===== config.mk =====
export PLATFORM = sky130hd
export DESIGN_NAME = instruction_fetch_stage
export DESIGN_NICKNAME = d
export VERILOG_FILES = /design/src/rtl/instruction_fetch_stage.sv
export SDC_FILE = /design/constraint.sdc
export NUM_CORES = 1
export LEC_CHECK = 0
export ABC_AREA = 0
export BUFFER_PORTS_ARGS = -buffer_cell sky130_fd_sc_hd__buf_4
export CORE_ASPECT_RATIO = 1.25
export CORE_UTILIZATION = 43
export CTS_CLUSTER_SIZE = 14
export DETAILED_ROUTE_END_ITERATION = 12
export MAX_ROUTING_LAYER = met4
export PLACE_DENSITY = 0.72
export SKIP_LAST_GASP = 1
export SLEW_MARGIN = 10
export SYNTH_ARGS = -nofsm -noshare
export SYNTH_HDL_FRONTEND = slang
export SYNTH_SLANG_ARGS = --single-unit

===== constraint.sdc =====
create_clock -name clk -period 1.25 [get_ports clk]
set_input_delay 0.375 -clock clk [delete_from_list [all_inputs] [get_ports clk]]
set_output_delay 0.375 -clock clk [all_outputs]
set_load 0.03 [all_outputs]

===== src/rtl/instruction_fetch_stage.sv =====
// IF stage: owns the PC, reads the zero-latency ROM, registers {instr, pc+1, valid} into IF/ID (1 clk).
// Stall holds the PC and IF/ID, a branch redirect flushes IF/ID. The optional perf counters are enabled by IF_PERF_CNT_EN.
module instruction_fetch_stage #(
  parameter int                   PC_WIDTH  = 8,
  parameter logic [PC_WIDTH-1:0]  RESET_PC  = '0,
  parameter logic [15:0]          NOP_INSTR = 16'h0000
) (
  input  logic                clk,
  input  logic                rst,
  input  logic                stall,
  input  logic                branch_taken,
  input  logic [PC_WIDTH-1:0] branch_target,
  output logic [PC_WIDTH-1:0] imem_pc,
  input  logic [15:0]         imem_instruction,
  output logic [15:0]         if_id_instruction,
  output logic [PC_WIDTH-1:0] if_id_pc_plus1,
  output logic                if_id_valid
`ifdef IF_PERF_CNT_EN
  ,
  output logic [31:0]         perf_fetch_count,
  output logic [31:0]         perf_bubble_count
`endif
);

  typedef struct packed {
    logic [15:0]         instr;
    logic [PC_WIDTH-1:0] pc_plus1;
    logic                vld;
  } if_id_t;

  localparam if_id_t BUBBLE = '{instr: NOP_INSTR, pc_plus1: '0, vld: 1'b0};

  logic [PC_WIDTH-1:0] r_pc;
  if_id_t              r_if_id;
  logic [PC_WIDTH-1:0] w_pc_plus1;

  // Natural modulo-2^PC_WIDTH wrap: all-ones advances to zero.
  assign w_pc_plus1 = r_pc + {{(PC_WIDTH-1){1'b0}}, 1'b1};

  always_ff @(posedge clk or negedge rst) begin
    if (!rst) begin
      r_pc    <= RESET_PC;
      r_if_id <= BUBBLE;
    end else if (branch_taken) begin
      r_pc    <= branch_target;
      r_if_id <= BUBBLE;
    end else if (!stall) begin
      r_pc    <= w_pc_plus1;
      r_if_id <= '{instr: imem_instruction, pc_plus1: w_pc_plus1, vld: 1'b1};
    end
  end

  assign imem_pc           = r_pc;
  assign if_id_instruction = r_if_id.instr;
  assign if_id_pc_plus1    = r_if_id.pc_plus1;
  assign if_id_valid       = r_if_id.vld;

`ifdef IF_PERF_CNT_EN
  logic [31:0] r_fetch_cnt;
  logic [31:0] r_bubble_cnt;

  always_ff @(posedge clk or negedge rst) begin
    if (!rst) begin
      r_fetch_cnt  <= '0;
      r_bubble_cnt <= '0;
    end else if (branch_taken) begin
      if (r_bubble_cnt != 32'hFFFF_FFFF) r_bubble_cnt <= r_bubble_cnt + 32'd1;
    end else if (!stall) begin
      if (r_fetch_cnt != 32'hFFFF_FFFF) r_fetch_cnt <= r_fetch_cnt + 32'd1;
    end
  end

  assign perf_fetch_count  = r_fetch_cnt;
  assign perf_bubble_count = r_bubble_cnt;
`endif

endmodule


==> metrics.txt, run 1 <==
status=finished with violations; failing checks=setup timing; Max Cap Viol=0; sw power=0.000931 W; largest family of logic cells by synthesized area=simple AND/OR/NAND/NOR gates; Hold Path Class=in -> async; Clock Power Share=32.7%; worst slack, placed=-0.117 ns; antenna violations before repair=0; GP Congestion=0.759; fmax=733 MHz; Worst Path Required=0.88 ns; Post-Syn Area=1540 um2; CP arrival=0.99 ns; Pint=0.00226 W; Mapped Cells=144; vias in the first global route=1,459; first-pass GRT wire length=6.42 mm; main area contributors after synthesis=dfrtp_1 (54%), mux2i_1 (10%), nor2_1 (6.4%); die area=3810 um2; Post-Synth XOR/XNOR Area=2.85%; Initial DRC Count=49; P&R area growth vs syn=62.8%; GR Util All Layers=23.0%; cell taking the most area after synthesis=dfrtp_1; Root Driver=clkbuf_8; adder-cell area share of the yosys netlist=0.815%; core footprint=3310 um2; total power=0.00319 W; Post-synth EDFFs=0; clk slew on worst S/H paths=0.07 ns; Setup Skew=0.00351 ns; crit path time final=1.36 ns; RSZ-0062 raised after global routing=yes; Synth warnings=0; n_diodes=0; Rel. slew slack=72.1%; routed via count=1,442; FF+latch area=833 um2; CP Max Fanout=4; post-synth top area share=53.8%; pin count of the biggest net entering global routing=34; antenna-violating nets left=0; share of layout cells above drive strength 1=50.4%; Syn Nets=173; H-tree level count=2; Sw Share=29.2%; Overflow after GRT=0; setup TNS=-1.15 ns; sequential share of power=38.3%; input/output buffers=60; final setup margin=-0.114 ns; Unique masters post-synth=35; fin. max-slew vios=0; placed cell area=2130 um2; Fin. Hold Viols=0; Detail Placement HPWL=2.74 mm; post-route clock period utilization=109%; sequential element share of the synthesized area=53.8%; top-count cell post-synth=dfrtp_1; top cells by count, synth=dfrtp_1 (33), nor2_1 (26), mux2i_1 (16); clk_lat worst skew=0.29 ns; # setup viols final=17; detailed-route wire length=4.11 mm; Bufs on Longest Clock Path=2; Multi-input gate area=707 um2; fillers=246; ys flop type=dfrtp_1; CTS tree=done; Num CTS Buffers=5; flops & latches, synth=33; initial core utilization=46.4%; Logic pwr share=29.0%; Worst VDD drop=0.00105 V; Sink Count=33; vias per cell=5.21; Design Area, Final=2500 um2; Chip Width=55.4 um; syn avg cell area=10.7 um2; critical path class=reg -> out; first-pass iteration count of the detailed router=4; Leak=1.24 nW; Row Count=23; DIE HEIGHT=68.8 um; DRC viols=0; Compound-Gate Fraction of Synth Area=10.9%; Hold Slack=0.0152 ns; ys async rst share=100%; PD cells=1280 nW/um2; per-cell routed wire length=14.9 um; post-synthesis mux area share=10.4%; Simple-Gate Fraction of Synth Area=16.5%; Startpoint Class=register; Ports=61; Final nets=268; Crit. End Element=primary output; Slew @ Worst Pin=0.418 ns
-- power by group through the flow --
stage	logic, W	clock network (W)	registers, W
after floorplan	0.000233	0	0.00142
after global placement	0.000713	0	0.00125
after detailed placement	0.000729	0	0.00126
after CTS	0.000873	0.00107	0.00122
after global routing	0.000986	0.00111	0.00123
final	0.000924	0.00104	0.00122
-- routing by layer --
layer / up-vias / routed length (um) / GRT usage (%)
li1: 696 / - / -
met1: 681 / 1620 / 23.5
met2: 57 / 2120 / 41.0
met3: 8 / 302 / 7.46
met4: 0 / 75 / 10.3
met5: - / 0 / -
-- final timing paths --
kind / cells after the start / slack (ns) / to / start
min reg2reg: 1 / 0.48 / if_id_valid / if_id_valid
max reg2reg: 4 / -0.11 / if_id_pc_plus1[7] / imem_pc[0]
min: 1 / 0.02 / if_id_pc_plus1[5] / rst
max in group asynchronous: 1 / 0.91 / imem_pc[1] / rst
min in group clk: 3 / 0.30 / imem_pc[2] / branch_target[2]
max: 2 / -0.11 / imem_pc[1] / imem_pc[1]
-- registers in the layout, summed over array words and instances (netlist names) --
register / flops
if_id_pc_plus1: 8
imem_pc: 8
if_id_instruction: 16
if_id_valid: 1
-- layout make-up --
| type | count | share of cell area [%] |
|---|---|---|
| flip-flops and latches | 33 | 33.3 |
| repair buffers | 96 | 31.4 |
| multi-input cells | 100 | 28.3 |
| clock buffers | 7 | 3.46 |
| well taps | 37 | 1.85 |
| clock inverters | 1 | 1.20 |
| inverters | 3 | 0.451 |
-- kinds of logic (layout without fill, tap and decap cells) --
family / count (synthesis) / count (layout)
mux: 16 / 16
flops: 33 / 33
xor+xnor: 5 / 5
compound gates: 25 / 25
fa+ha+maj: 1 / 1
buf+inv: 11 / 107
simple gates: 53 / 53
-- critical path, cell delays in order (launching register included) --
cell and delay [ns]:
dfrtp_2 0.44, buf_6 0.13, buf_6 0.13
-- stage by stage --
step                instances  util [%]
finish                    277      75.5
global route              277      75.5
CTS                       272      72.9
detailed placement        250      64.4
global placement          250      64.4
floorplan                 144         -
-- layout by cell type, fill, tap and decap left out, types with 3 or more instances in the layout --
cell	n
nor2_1	26
buf_6	17
nand2_1	7
buf_4	79
a21oi_1	3
clkbuf_8	6
xor2_1	4
mux2i_1	16
or3_1	3
dfrtp_2	6
nand2b_1	3
dfrtp_1	27
o21ai_0	5
-- timing repair --
item | 4_1_cts | 5_1_grt
hold buffers | 0 | 0
gates cloned | 0 | 0
endpoints found under the setup margin | 13 | 23
setup buffers | 14 | 5
resized for setup | 16 | 12
pin swaps | 6 | 6
No activity file was read; power rests on OpenSTA's default activity.
==> inputs of run 2 (changes only) <==
Settings changed: RECOVER_POWER set to 25.
==> run 2 against run 1 <==
  * The flow still finishes with violations (setup timing)
  * Cell count stayed put
  * Critical endpoint unchanged
  * Register-to-register slack about the same
  * Clock skew barely moved
  * Clock power barely moved
  * Fmax hardly changed
  * Core utilization fell by 0.076 points
  * Routed wire length about the same
==> metrics.txt, run 2 (synthesis gave the netlist of run 1 again) <==
Row Count=23; DIE HEIGHT=68.8 um; CP Max Fanout=4; reg2reg setup slack=-0.11 ns; antenna violations before repair=0; detailed-route wire length=4.12 mm; DRC viols=0; Sw Share=29.2%; fin. max-slew vios=0; Cell Count, Final, Fillers Out=277; GR Util All Layers=23.0%; GP Congestion=0.759; CTS tree=done; clk slew on worst S/H paths=0.07 ns; Sink Count=33; Final Core Density=75.4%; Initial DRC Count=49; die area=3810 um2; Detail Placement HPWL=2.74 mm; Pint=0.00226 W; Root Driver=clkbuf_8; Max Cap Viol=0; RSZ-0062 raised after global routing=yes; Slew @ Worst Pin=0.818 ns; vias per cell=5.21; Hold Slack=0.164 ns; final setup margin=-0.114 ns; input/output buffers=60; H-tree level count=2; Startpoint Class=register; status=finished with violations; per-cell routed wire length=14.9 um; fmax=733 MHz; Fin. Hold Viols=0; Worst VDD drop=0.00105 V; Clock Power Share=32.8%; P&R area growth vs syn=62.6%; antenna-violating nets left=0; sequential share of power=38.3%; CP arrival=0.99 ns; Worst Reg-to-Reg Cells=4; max reg flops=16; most frequent cells in the layout=buf_4 (78), dfrtp_1 (27), nor2_1 (26), buf_6 (17), mux2i_1 (16); Chip Width=55.4 um; Logic pwr share=29.0%; initial core utilization=46.4%; Ports=61; Leak=1.24 nW; Final nets=268; pin count of the biggest net entering global routing=34; critical path class=reg -> out; Bufs on Longest Clock Path=2; PD cells=1280 nW/um2; post-route clock period utilization=109%; Setup Skew=0.00386 ns; placed cell count=250; hold-fix buffers at CTS=0; sw power=0.000932 W; Crit Reg-Reg Startpoint=imem_pc[0]; Rel. slew slack=45.5%; Worst Path Required=0.88 ns; routed via count=1,444; Crit. End Element=primary output; n_diodes=0; Hold Path Class=in -> async; Overflow after GRT=0; share of layout cells above drive strength 1=50.4%; Reg2Reg Capture Point=if_id_pc_plus1[7]; vias in the first global route=1,459; clk_lat worst skew=0.29 ns; first-pass GRT wire length=6.42 mm; failing checks=setup timing; first-pass iteration count of the detailed router=4; core footprint=3310 um2; crit path time final=1.36 ns; Num CTS Buffers=5; commonest non-fill, non-tap cell in the layout=buf_4; # setup viols final=17
-- run 2: changes by cell type in the layout (fill, tap and decap cells not counted), sizes merged --
cell,before,now
buf,96,95
clkbuf,7,8
-- run 2: metrics by stage --
step	worst slack (ns)	power [W]	area, um2	TNS [ns]
CTS	-0.118	0.00316	2410	-1.19
global placement	-0.106	0.00196	2130	-0.281
finish	-0.114	0.00319	2500	-1.19
detailed placement	-0.117	0.00198	2130	-0.468
global route	-0.177	0.00332	2500	-1.93
floorplan	-0.180	0.00165	1570	-0.801
-- run 2: power groups by stage --
stage / registers, W / clock network [W] / logic, W
final: 0.00122 / 0.00104 / 0.000923
after global placement: 0.00125 / 0 / 0.000713
after CTS: 0.00122 / 0.00107 / 0.000873
after detailed placement: 0.00126 / 0 / 0.000729
after floorplan: 0.00142 / 0 / 0.000233
after global routing: 0.00123 / 0.00111 / 0.000985
-- run 2: cell type report --
type	count	area, um2
clock buffer	7	86.3
clock inverter	1	30.0
fill	247	813
inverter	3	11.3
multi-input combinational	100	707
sequential	33	833
tap	37	46.3
timing repair buffer	96	782
-- run 2: how the worst max path moves through the flow --
stage                           from           endpoint  slack (ns)  cells after the start
after floorplan           imem_pc[0]         imem_pc[6]       -0.18                      4
after global placement         stall         imem_pc[7]       -0.11                      4
after detailed placement       stall         imem_pc[7]       -0.12                      4
after CTS                 imem_pc[1]         imem_pc[1]       -0.12                      2
after global routing      imem_pc[0]  if_id_pc_plus1[6]       -0.18                      4
final                     imem_pc[1]         imem_pc[1]       -0.11                      2
-- run 2: worst max-delay path, stage by stage (launching register included) --
cell and delay, ns:
dfrtp_2 0.44, buf_6 0.13, buf_6 0.13
-- run 2: timing repair --
item,4_1_cts,5_1_grt
setup buffers,14,5
gates resized for setup,16,12
endpoints found under the setup margin,13,23
pin swaps,6,6
-- run 2: per-layer routing --
layer / global-route usage (%) / wire length (um) / vias to the layer above
li1: - / - / 696
met1: 23.5 / 1630 / 683
met2: 41.0 / 2120 / 57
met3: 7.46 / 284 / 8
met4: 10.3 / 75 / 0
met5: - / 0 / -
==> inputs of run 3 (changes only) <==
Settings changed: ABC_AREA 0 to 1, CORE_UTILIZATION 43 to 42.
==> run 3 against run 2 <==
  * Fmax grew 10%
  * Setup slack improved by 0.12 ns
  * Synthesized area decreased by 9.2%
  * The flow now finishes without violations
  * Synthesized cell count fell by 2.1%
  * Via count down 15%
  * Cell area shrank 17%
  * Highest routed layer unchanged
  * Largest power group unchanged
==> metrics.txt, run 3 <==
status=completed; clk slew on worst S/H paths=0.06 ns; cell taking the most area after synthesis=dfrtp_1; detailed-route wire length=3.23 mm; n_diodes=0; P&R area growth vs syn=49.2%; Initial DRC Count=32; per-cell routed wire length=12.9 um; Leak=1.13 nW; GP Congestion=0.862; sw power=0.000776 W; critical path class=reg -> out; Setup Skew=0.00283 ns; Hold Path Class=in -> async; ys async rst share=100%; routed via count=1,230; Design Area, Final=2080 um2; # setup viols final=0; pin count of the biggest net entering global routing=34; vias in the first global route=1,175; DIE HEIGHT=66.4 um; total power=0.00265 W; Chip Width=53.5 um; fmax=807 MHz; syn avg cell area=9.89 um2; Worst Path Required=0.88 ns; vias per cell=4.92; RSZ-0062 raised after global routing=yes; Num CTS Buffers=5; clk_lat worst skew=0.28 ns; Bufs on Longest Clock Path=2; top cells by count, synth=nand2_1 (46), dfrtp_1 (33), a22o_1 (16); Ports=61; Startpoint Class=register; GR Util All Layers=21.1%; Rel. slew slack=44.5%; Pint=0.00187 W; DRC viols=0; hold-fix buffers at CTS=0; crit path buf inv count=1; fillers=270; top-count cell post-synth=nand2_1; share of layout cells above drive strength 1=44.1%; Max Cap Viol=0; Clock Power Share=29.8%; post-route clock period utilization=99.1%; PD cells=1270 nW/um2; antenna-violating nets left=0; first-pass GRT wire length=5.09 mm; commonest non-fill, non-tap cell in the layout=buf_4; crit-path max cell delay=0.44 ns; Mapped Cells=141; CTS tree=done; final setup margin=0.0112 ns; Syn Nets=170; post-synth top area share=59.2%; CP Max Fanout=4; Overflow after GRT=0; Synth warnings=0; fin. max-slew vios=0; Final nets=242; main area contributors after synthesis=dfrtp_1 (59%), nand2_1 (12%), a22o_1 (10%); family with the most delay on the worst path=flip-flops; input/output buffers=60; Sink Count=33; Row Count=23; Fin. Hold Viols=0; Sw Share=29.3%; most frequent cells in the layout=buf_4 (61), nand2_1 (44), dfrtp_1 (29), a22o_1 (16), nand3_1 (12); ys flop type=dfrtp_1; die area=3550 um2; initial core utilization=43.6%; Crit. End Element=primary output; placed cell area=1910 um2; crit path time final=1.24 ns; sequential share of power=45.8%; first-pass iteration count of the detailed router=4; setup TNS=0 ns; Slowest-stage cell, CP=dfrtp_2; Logic pwr share=24.4%; Detail Placement HPWL=2.33 mm; Unique masters post-synth=18; sequential element share of the synthesized area=59.2%; CP Cell Sequence=buf_6; worst slack, placed=0.0399 ns; H-tree level count=2; max reg flops=16; antenna violations before repair=0; Root Driver=clkbuf_8; CP arrival=0.86 ns; Post-synth EDFFs=0; Post-Syn Area=1390 um2; flops & latches, synth=33; Slew @ Worst Pin=0.832 ns; core footprint=3190 um2; Worst VDD drop=0.000926 V
==> run 3: metal layers <==
layer  vias up  GRT usage (%)  wire length [um]
met5         -              -                 0
met4         0           11.2                91
met3        10           5.75               220
met2        52           32.2              1520
met1       566           24.8              1400
li1        602              -                 -
==> run 3: what timing repair did <==
| action | 4_1_cts | 5_1_grt |
|---|---|---|
| setup endpoints to repair | 7 | 18 |
| resized for setup | 3 | 13 |
| setup buffers | 4 | 1 |
| pin swaps | 0 | 1 |
==> run 3: worst paths after layout <==
path | startpoint | to | slack (ns) | cells after the start
worst max register to register | imem_pc[0] | imem_pc[2] | 0.06 | 4
max in group asynchronous | rst | imem_pc[1] | 0.49 | 1
worst min-delay path | rst | if_id_instruction[0] | 0.19 | 1
min in group clk | branch_target[1] | imem_pc[1] | 0.32 | 3
worst max-delay path | imem_pc[2] | imem_pc[2] | 0.01 | 1
worst min register to register | if_id_valid | if_id_valid | 0.48 | 2
==> run 3: area by class of cell <==
class                           count  area (um2)  area share (%)
Sequential cell                    33         831            40.0
Multi-Input combinational cell     90         489            23.5
Tap cell                           37        46.3            2.23
Timing Repair Buffer               71         582            28.0
Clock buffer                        7        86.3            4.15
Inverter                           12        45.0            2.17
==> run 3: cell families after synthesis <==
| kind of cell | count (synthesis) | share of synthesized area (%) |
|---|---|---|
| AOI/OAI and AO/OA | 22 | 12.6 |
| adders and majority gates | 1 | 0.898 |
| buffers and inverters | 18 | 7.09 |
| DFF | 33 | 59.2 |
| and+or+nand+nor | 67 | 20.2 |
==> run 3: power groups by stage <==
| stage | Clock (W) | Sequential [W] | Combinational, W |
|---|---|---|---|
| CTS | 0.000819 | 0.00121 | 0.000626 |
| global placement | 0 | 0.00123 | 0.000579 |
| global route | 0.000878 | 0.00122 | 0.000698 |
| floorplan | 0 | 0.00139 | 0.000158 |
| finish | 0.000789 | 0.00121 | 0.000645 |
| detailed placement | 0 | 0.00123 | 0.000587 |
==> run 3: stage by stage <==
step,hold slack (ns),utilization (%),std cells
2_1_floorplan,0.0794,-,141
3_3_place_gp,0.329,59.8,238
3_5_place_dp,0.346,59.8,238
4_1_cts,0.0380,63.8,249
5_1_grt,0.252,65.1,250
6_report,0.188,65.1,250
